$ cat src/rtl/inst_sram_axi_rd_bridge_if.sv
// Bus bundle between fetch's sram-like port, the read bridge and the AXI AR/R channels.
// With INST_BRIDGE_RRESP_ERR_EN defined the bundle also carries inst_rd_err / inst_rd_err_addr.
interface inst_sram_axi_rd_bridge_if;
  logic        inst_sram_req;
  logic        inst_sram_wr;
  logic [1:0]  inst_sram_size;
  logic [3:0]  inst_sram_wstrb;
  logic [31:0] inst_sram_addr;
  logic [31:0] inst_sram_wdata;
  logic        inst_sram_addr_ok;
  logic        inst_sram_data_ok;
  logic [31:0] inst_sram_rdata;
  logic [3:0]  arid;
  logic [31:0] araddr;
  logic [7:0]  arlen;
  logic [2:0]  arsize;
  logic [1:0]  arburst;
  logic [1:0]  arlock;
  logic [3:0]  arcache;
  logic [2:0]  arprot;
  logic        arvalid;
  logic        arready;
  logic [3:0]  rid;
  logic [31:0] rdata;
  logic [1:0]  rresp;
  logic        rlast;
  logic        rvalid;
  logic        rready;
`ifdef INST_BRIDGE_RRESP_ERR_EN
  logic        inst_rd_err;
  logic [31:0] inst_rd_err_addr;
`endif

  // slave: the bridge itself (responder to fetch, driver of AR/R ready)
  modport slave (
    input  inst_sram_req, inst_sram_wr, inst_sram_size, inst_sram_wstrb,
    input  inst_sram_addr, inst_sram_wdata,
    output inst_sram_addr_ok, inst_sram_data_ok, inst_sram_rdata,
    output arid, araddr, arlen, arsize, arburst, arlock, arcache, arprot, arvalid,
    input  arready,
    input  rid, rdata, rresp, rlast, rvalid,
    output rready
`ifdef INST_BRIDGE_RRESP_ERR_EN
    , output inst_rd_err, inst_rd_err_addr
`endif
  );

  // master: the surrounding fetch stage and AXI slave
  modport master (
    output inst_sram_req, inst_sram_wr, inst_sram_size, inst_sram_wstrb,
    output inst_sram_addr, inst_sram_wdata,
    input  inst_sram_addr_ok, inst_sram_data_ok, inst_sram_rdata,
    input  arid, araddr, arlen, arsize, arburst, arlock, arcache, arprot, arvalid,
    output arready,
    output rid, rdata, rresp, rlast, rvalid,
    input  rready
`ifdef INST_BRIDGE_RRESP_ERR_EN
    , input inst_rd_err, inst_rd_err_addr
`endif
  );
endinterface

$ cat src/rtl/inst_sram_axi_rd_bridge.sv
// Fetch sram-like read port -> single-beat AXI3 reads, returned in order with 1-cycle R latency.
// Optional INST_BRIDGE_RRESP_ERR_EN: flags non-OKAY rresp and reports the failing address.
module inst_sram_axi_rd_bridge #(
  parameter int         MAX_OUTSTANDING = 2,
  parameter logic [3:0] AR_ID           = 4'd0
) (
  input logic clk,
  input logic reset,
  inst_sram_axi_rd_bridge_if.slave bus
);
  typedef enum logic {IDLE, AR_WAIT} state_t;

  localparam logic [1:0] MAX_CNT = 2'(MAX_OUTSTANDING);

  state_t      state;
  logic [1:0]  cnt;
  logic        addr_ok;
  logic        arvalid;
  logic [31:0] araddr;
  logic [2:0]  arsize;
  logic        data_ok;
  logic [31:0] rdata_q;

  // Accept only from IDLE: the AR handshake cannot complete in the accept cycle.
  assign addr_ok = !reset && (state == IDLE) && bus.inst_sram_req && (cnt < MAX_CNT);

  always_ff @(posedge clk) begin
    if (reset) begin
      state   <= IDLE;
      arvalid <= 1'b0;
      araddr  <= '0;
      arsize  <= '0;
    end else begin
      case (state)
        IDLE: if (addr_ok) begin
          state   <= AR_WAIT;
          arvalid <= 1'b1;
          araddr  <= bus.inst_sram_addr;
          arsize  <= {1'b0, bus.inst_sram_size};
        end
        AR_WAIT: if (bus.arready) begin
          state   <= IDLE;
          arvalid <= 1'b0;
        end
        default: state <= IDLE;
      endcase
    end
  end

  // A stray beat with cnt==0 is still returned; the count just stays at zero.
  always_ff @(posedge clk) begin
    if (reset) cnt <= '0;
    else if (addr_ok && !data_ok) cnt <= cnt + 2'd1;
    else if (!addr_ok && data_ok && cnt != 2'd0) cnt <= cnt - 2'd1;
  end

  always_ff @(posedge clk) begin
    if (reset) begin
      data_ok <= 1'b0;
      rdata_q <= '0;
    end else begin
      data_ok <= bus.rvalid;
      if (bus.rvalid) rdata_q <= bus.rdata;
    end
  end

  assign bus.inst_sram_addr_ok = addr_ok;
  assign bus.inst_sram_data_ok = data_ok;
  assign bus.inst_sram_rdata   = rdata_q;
  assign bus.arid    = AR_ID;
  assign bus.araddr  = araddr;
  assign bus.arlen   = 8'd0;
  assign bus.arsize  = arsize;
  assign bus.arburst = 2'b01;
  assign bus.arlock  = 2'b00;
  assign bus.arcache = 4'b0000;
  assign bus.arprot  = 3'b000;
  assign bus.arvalid = arvalid;
  assign bus.rready  = 1'b1;

`ifdef INST_BRIDGE_RRESP_ERR_EN
  localparam int PW = (MAX_OUTSTANDING > 1) ? $clog2(MAX_OUTSTANDING) : 1;

  logic [31:0]   afifo [MAX_OUTSTANDING];
  logic [PW-1:0] wptr, rptr, rptr_nx;
  logic          rd_err;
  logic [31:0]   rd_err_addr;
  logic          beat_err;

  function automatic logic [PW-1:0] ptr_inc(input logic [PW-1:0] p);
    return (p == PW'(MAX_OUTSTANDING - 1)) ? '0 : p + 1'b1;
  endfunction

  // The beat arriving now belongs to the entry after any pop happening this cycle.
  assign rptr_nx  = data_ok ? ptr_inc(rptr) : rptr;
  assign beat_err = bus.rvalid && (bus.rresp != 2'b00);

  always_ff @(posedge clk) begin
    if (reset) begin
      wptr        <= '0;
      rptr        <= '0;
      rd_err      <= 1'b0;
      rd_err_addr <= '0;
    end else begin
      if (arvalid && bus.arready) begin
        afifo[wptr] <= araddr;
        wptr        <= ptr_inc(wptr);
      end
      rptr   <= rptr_nx;
      rd_err <= beat_err;
      if (beat_err) rd_err_addr <= afifo[rptr_nx];
    end
  end

  assign bus.inst_rd_err      = rd_err;
  assign bus.inst_rd_err_addr = rd_err_addr;

  logic unused_in;
  assign unused_in = ^{bus.inst_sram_wr, bus.inst_sram_wstrb, bus.inst_sram_wdata,
                       bus.rid, bus.rlast};
`else
  logic unused_in;
  assign unused_in = ^{bus.inst_sram_wr, bus.inst_sram_wstrb, bus.inst_sram_wdata,
                       bus.rid, bus.rlast, bus.rresp};
`endif
endmodule

$ cat src/flat_wrapper.sv
// flat-port wrapper written by rule: the top's interface ports become plain ports
module inst_sram_axi_rd_bridge_flat 
#(
  parameter int         MAX_OUTSTANDING = 2,
  parameter logic [3:0] AR_ID           = 4'd0
)
  (clk, reset, bus_inst_sram_req, bus_inst_sram_wr, bus_inst_sram_size, bus_inst_sram_wstrb, bus_inst_sram_addr, bus_inst_sram_wdata, bus_inst_sram_addr_ok, bus_inst_sram_data_ok, bus_inst_sram_rdata, bus_arid, bus_araddr, bus_arlen, bus_arsize, bus_arburst, bus_arlock, bus_arcache, bus_arprot, bus_arvalid, bus_arready, bus_rid, bus_rdata, bus_rresp, bus_rlast, bus_rvalid, bus_rready);
  inst_sram_axi_rd_bridge_if bus_i ();
  input logic clk;
  input logic reset;
  input wire logic [$bits(bus_i.inst_sram_req)-1:0] bus_inst_sram_req;
  input wire logic [$bits(bus_i.inst_sram_wr)-1:0] bus_inst_sram_wr;
  input wire logic [$bits(bus_i.inst_sram_size)-1:0] bus_inst_sram_size;
  input wire logic [$bits(bus_i.inst_sram_wstrb)-1:0] bus_inst_sram_wstrb;
  input wire logic [$bits(bus_i.inst_sram_addr)-1:0] bus_inst_sram_addr;
  input wire logic [$bits(bus_i.inst_sram_wdata)-1:0] bus_inst_sram_wdata;
  output wire logic [$bits(bus_i.inst_sram_addr_ok)-1:0] bus_inst_sram_addr_ok;
  output wire logic [$bits(bus_i.inst_sram_data_ok)-1:0] bus_inst_sram_data_ok;
  output wire logic [$bits(bus_i.inst_sram_rdata)-1:0] bus_inst_sram_rdata;
  output wire logic [$bits(bus_i.arid)-1:0] bus_arid;
  output wire logic [$bits(bus_i.araddr)-1:0] bus_araddr;
  output wire logic [$bits(bus_i.arlen)-1:0] bus_arlen;
  output wire logic [$bits(bus_i.arsize)-1:0] bus_arsize;
  output wire logic [$bits(bus_i.arburst)-1:0] bus_arburst;
  output wire logic [$bits(bus_i.arlock)-1:0] bus_arlock;
  output wire logic [$bits(bus_i.arcache)-1:0] bus_arcache;
  output wire logic [$bits(bus_i.arprot)-1:0] bus_arprot;
  output wire logic [$bits(bus_i.arvalid)-1:0] bus_arvalid;
  input wire logic [$bits(bus_i.arready)-1:0] bus_arready;
  input wire logic [$bits(bus_i.rid)-1:0] bus_rid;
  input wire logic [$bits(bus_i.rdata)-1:0] bus_rdata;
  input wire logic [$bits(bus_i.rresp)-1:0] bus_rresp;
  input wire logic [$bits(bus_i.rlast)-1:0] bus_rlast;
  input wire logic [$bits(bus_i.rvalid)-1:0] bus_rvalid;
  output wire logic [$bits(bus_i.rready)-1:0] bus_rready;
  assign bus_i.inst_sram_req = bus_inst_sram_req;
  assign bus_i.inst_sram_wr = bus_inst_sram_wr;
  assign bus_i.inst_sram_size = bus_inst_sram_size;
  assign bus_i.inst_sram_wstrb = bus_inst_sram_wstrb;
  assign bus_i.inst_sram_addr = bus_inst_sram_addr;
  assign bus_i.inst_sram_wdata = bus_inst_sram_wdata;
  assign bus_inst_sram_addr_ok = bus_i.inst_sram_addr_ok;
  assign bus_inst_sram_data_ok = bus_i.inst_sram_data_ok;
  assign bus_inst_sram_rdata = bus_i.inst_sram_rdata;
  assign bus_arid = bus_i.arid;
  assign bus_araddr = bus_i.araddr;
  assign bus_arlen = bus_i.arlen;
  assign bus_arsize = bus_i.arsize;
  assign bus_arburst = bus_i.arburst;
  assign bus_arlock = bus_i.arlock;
  assign bus_arcache = bus_i.arcache;
  assign bus_arprot = bus_i.arprot;
  assign bus_arvalid = bus_i.arvalid;
  assign bus_i.arready = bus_arready;
  assign bus_i.rid = bus_rid;
  assign bus_i.rdata = bus_rdata;
  assign bus_i.rresp = bus_rresp;
  assign bus_i.rlast = bus_rlast;
  assign bus_i.rvalid = bus_rvalid;
  assign bus_rready = bus_i.rready;
  inst_sram_axi_rd_bridge #(.MAX_OUTSTANDING(MAX_OUTSTANDING), .AR_ID(AR_ID)) u_core (.clk(clk), .reset(reset), .bus(bus_i));
endmodule
$ cat config.mk
export PLATFORM = sky130hd
export DESIGN_NAME = inst_sram_axi_rd_bridge_flat
export DESIGN_NICKNAME = d
export VERILOG_FILES = /design/src/rtl/inst_sram_axi_rd_bridge_if.sv /design/src/rtl/inst_sram_axi_rd_bridge.sv /design/src/flat_wrapper.sv
export SDC_FILE = /design/constraint.sdc
export NUM_CORES = 1
export LEC_CHECK = 0
export ABC_CLOCK_PERIOD_IN_PS = 2530
export CAP_MARGIN = 10
export CORE_ASPECT_RATIO = 0.8
export CORE_MARGIN = 1.5
export CORE_UTILIZATION = 37
export CTS_BUF_LIST = sky130_fd_sc_hd__clkbuf_8
export CTS_CLUSTER_SIZE = 24
export DETAILED_ROUTE_END_ITERATION = 12
export GPL_ROUTABILITY_DRIVEN = 0
export GPL_TIMING_DRIVEN = 0
export PLACE_DENSITY = 0.88
export REMOVE_ABC_BUFFERS = 1
export SLEW_MARGIN = 40
export SYNTH_ARGS = -nofsm -noshare
export SYNTH_HDL_FRONTEND = slang
export SYNTH_SLANG_ARGS = --single-unit
$ cat constraint.sdc
create_clock -name clk -period 2.53 [get_ports clk]
set_input_delay 0.3795 -clock clk [delete_from_list [all_inputs] [get_ports clk]]
set_output_delay 0.3795 -clock clk [all_outputs]
set_load 0.02 [all_outputs]
==> results.json <==
{
  "cts_hold_buf": 0,
  "clk_latency_ps": 340,
  "grt-ovfl-total": 0,
  "slew_viol_final": 0,
  "multi_input_area_um2": 1090,
  "antenna_found_initial": 0,
  "clockBufferDepth": 2,
  "portBuffers": 139,
  "whs_ps": 453,
  "synth.distinct_cells": 19,
  "routed_wirelength_um": 6960,
  "fin_tns_setup_ps": 0,
  "max_freq_mhz": 413,
  "fin_crit_sh": 0.958,
  "yosys_register_bits": 71,
  "crit_required_ps": 2150,
  "seq_area_um2": 1420,
  "p_leak_uw": 0.00172,
  "synth.area.top_cells": "dfxtp_1, mux2i_1, nand2_1",
  "maxCapViolations": 0,
  "vdd_drop_max_uv": 322,
  "diodes": 0,
  "cts_tree": "yes",
  "cts.clk_slew.worst_paths_ps": 70,
  "drive_above_1_share": 0.0548,
  "antenna_left": 0,
  "start_util": 0.386,
  "place_hpwl_um": 4810,
  "rsz0062_at_grt": "no",
  "cp.arrival_ps": 2040,
  "drt-initial-drc-count": 65,
  "clkSinkCount": 71,
  "yosysWarnings": 0,
  "cts_htree_levels": 3,
  "synthCells": 300,
  "firstDrtPassIters": 4,
  "cp-end-kind": "output port",
  "grt_max_degree": 38,
  "syn_area_um2": 2690,
  "finalHoldViolations": 0,
  "dieWidth_um": 98.3,
  "hold_path.class": "in -> reg",
  "drc_errors": 0,
  "drt-vias-per-instance": 4.47,
  "seq_area_frac_synth": 0.529,
  "timing.setup.critical_path_class": "in -> out",
  "yosysTopAreaCell": "dfxtp_1",
  "relSlewSlack": 0.642,
  "fp.coreArea_um2": 6960,
  "grt_pass1_vias": 2291,
  "fp.dieArea_um2": 7790,
  "crit_fanout": 4,
  "synth.avg_cell_area_um2": 8.96,
  "io_pins": 209,
  "grt_pass1_wl_um": 10900,
  "rows": 27,
  "p_per_area_nw_per_um2": 607,
  "root_buffer": "clkbuf_8",
  "grt_usage": 0.179,
  "fin_nets": 549,
  "die_height_um": 79.2,
  "fill_cells": 612,
  "setup_viol": 0,
  "cp-start-kind": "input port",
  "synth_ff_type": "dfxtp_1",
  "finalCriticalPeriod_ps": 2420,
  "synth-edff-count": 0,
  "cts_buffers": 9,
  "area_growth_pct": 56.9,
  "dr_total_vias": 2346,
  "worstMarginPinSlew_ps": 536,
  "wl_per_cell_um": 13.3,
  "synthArstFlopShare": 0,
  "status": "finished clean",
  "yosysTopAreaCellShare": 0.529,
  "fin_skew_ps": 3.19
}
layout by cell type, fill, tap and decap left out, drive strengths merged:
| cell | count |
|---|---|
| clkdlybuf4s50 | 137 |
| inv | 1 |
| nand2b | 2 |
| or3b | 2 |
| clkinvlp | 1 |
| nor2b | 1 |
| conb | 25 |
| mux2i | 32 |
| nand2 | 69 |
| nor3b | 2 |
| buf | 6 |
| o21ai | 1 |
| a211oi | 1 |
| o21a | 1 |
| clkinv | 3 |
| dfxtp | 71 |
| nor2 | 34 |
| clkbuf | 10 |
| a21oi | 38 |
| xnor2 | 1 |
worst max-delay path, stage by stage:
cell and delay, ps:
clkdlybuf4s50_1 550, or3b_4 420, nor2_1 90, clkdlybuf4s50_1 600
through the flow:
step | area [um^2] | power, uW | utilization | cells | setup slack (ps)
final | 4220 | 2560 | 0.606 | 525 | 107
after global placement | 3990 | 1800 | 0.574 | 505 | -1260
after floorplan | 2490 | 1500 | - | 279 | 638
after global routing | 4220 | 2690 | 0.606 | 525 | 35.8
after CTS | 4220 | 2600 | 0.606 | 525 | 68.5
after detailed placement | 4030 | 1820 | 0.580 | 508 | -330
metal layers:
layer	wire length, um	global-route usage	part of all wire
met5	0	0	0
met1	2880	0.209	0.41
met3	590	0.0704	0.085
met2	3370	0.295	0.48
met4	124	0.0704	0.018
kinds of logic after synthesis:
logic type      count (synthesis)  share of synthesized area
xor+xnor                        1                    0.00326
buf+inv                        44                      0.104
mux                            32                      0.119
other cells                     2                    0.00279
simple gates                  109                      0.162
compound gates                 41                     0.0801
flops                          71                      0.529
final cells by class:
class / instances / share of cell area
clock buffer: 10 / 0.0326
clock inverter: 5 / 0.00623
timing repair buffer: 143 / 0.340
multi-input combinational: 209 / 0.258
tap: 87 / 0.0258
sequential: 71 / 0.337
worst paths after layout:
| check | to | slack (ps) | depth (start not counted) | from |
|---|---|---|---|---|
| max | bus_inst_sram_addr_ok | 110 | 4 | bus_inst_sram_req |
| min | u_core.bus.inst_sram_rdata[13]$_SDFFE_PP0P_ | 450 | 2 | reset |
| max reg2reg | u_core.bus.araddr[23]$_SDFFE_PP0P_ | 930 | 5 | u_core.cnt[1]$_SDFFE_PP0P_ |
| min reg2reg | u_core.bus.araddr[29]$_SDFFE_PP0P_ | 450 | 2 | u_core.bus.araddr[29]$_SDFFE_PP0P_ |
where the power goes:
part	internal [uW]	switching (uW)
combinational	284	282
clock	368	393
sequential	1190	41.7
total	1840	717
registers in the layout (all words and copies together), names as in the netlist:
signal	cells
u_core.bus.araddr	32
u_core.bus.arsize	2
u_core.bus.arvalid	1
u_core.bus.inst_sram_data_ok	1
u_core.bus.inst_sram_rdata	32
u_core.cnt	2
u_core.state	1
repair_timing:
item / 4_1_cts / 5_1_grt
setup buffers: 1 / 0
gates resized for setup: 1 / 0
setup endpoints to repair: 1 / 0
Yosys cell counts (2+ instances only):
cell,n
nor2_1,34
mux2i_1,32
buf_4,26
a21oi_1,38
nand2b_1,2
clkbuf_1,9
conb_1,2
buf_2,8
nand2_1,69
dfxtp_1,71
(Power assumes the default switching activity.)
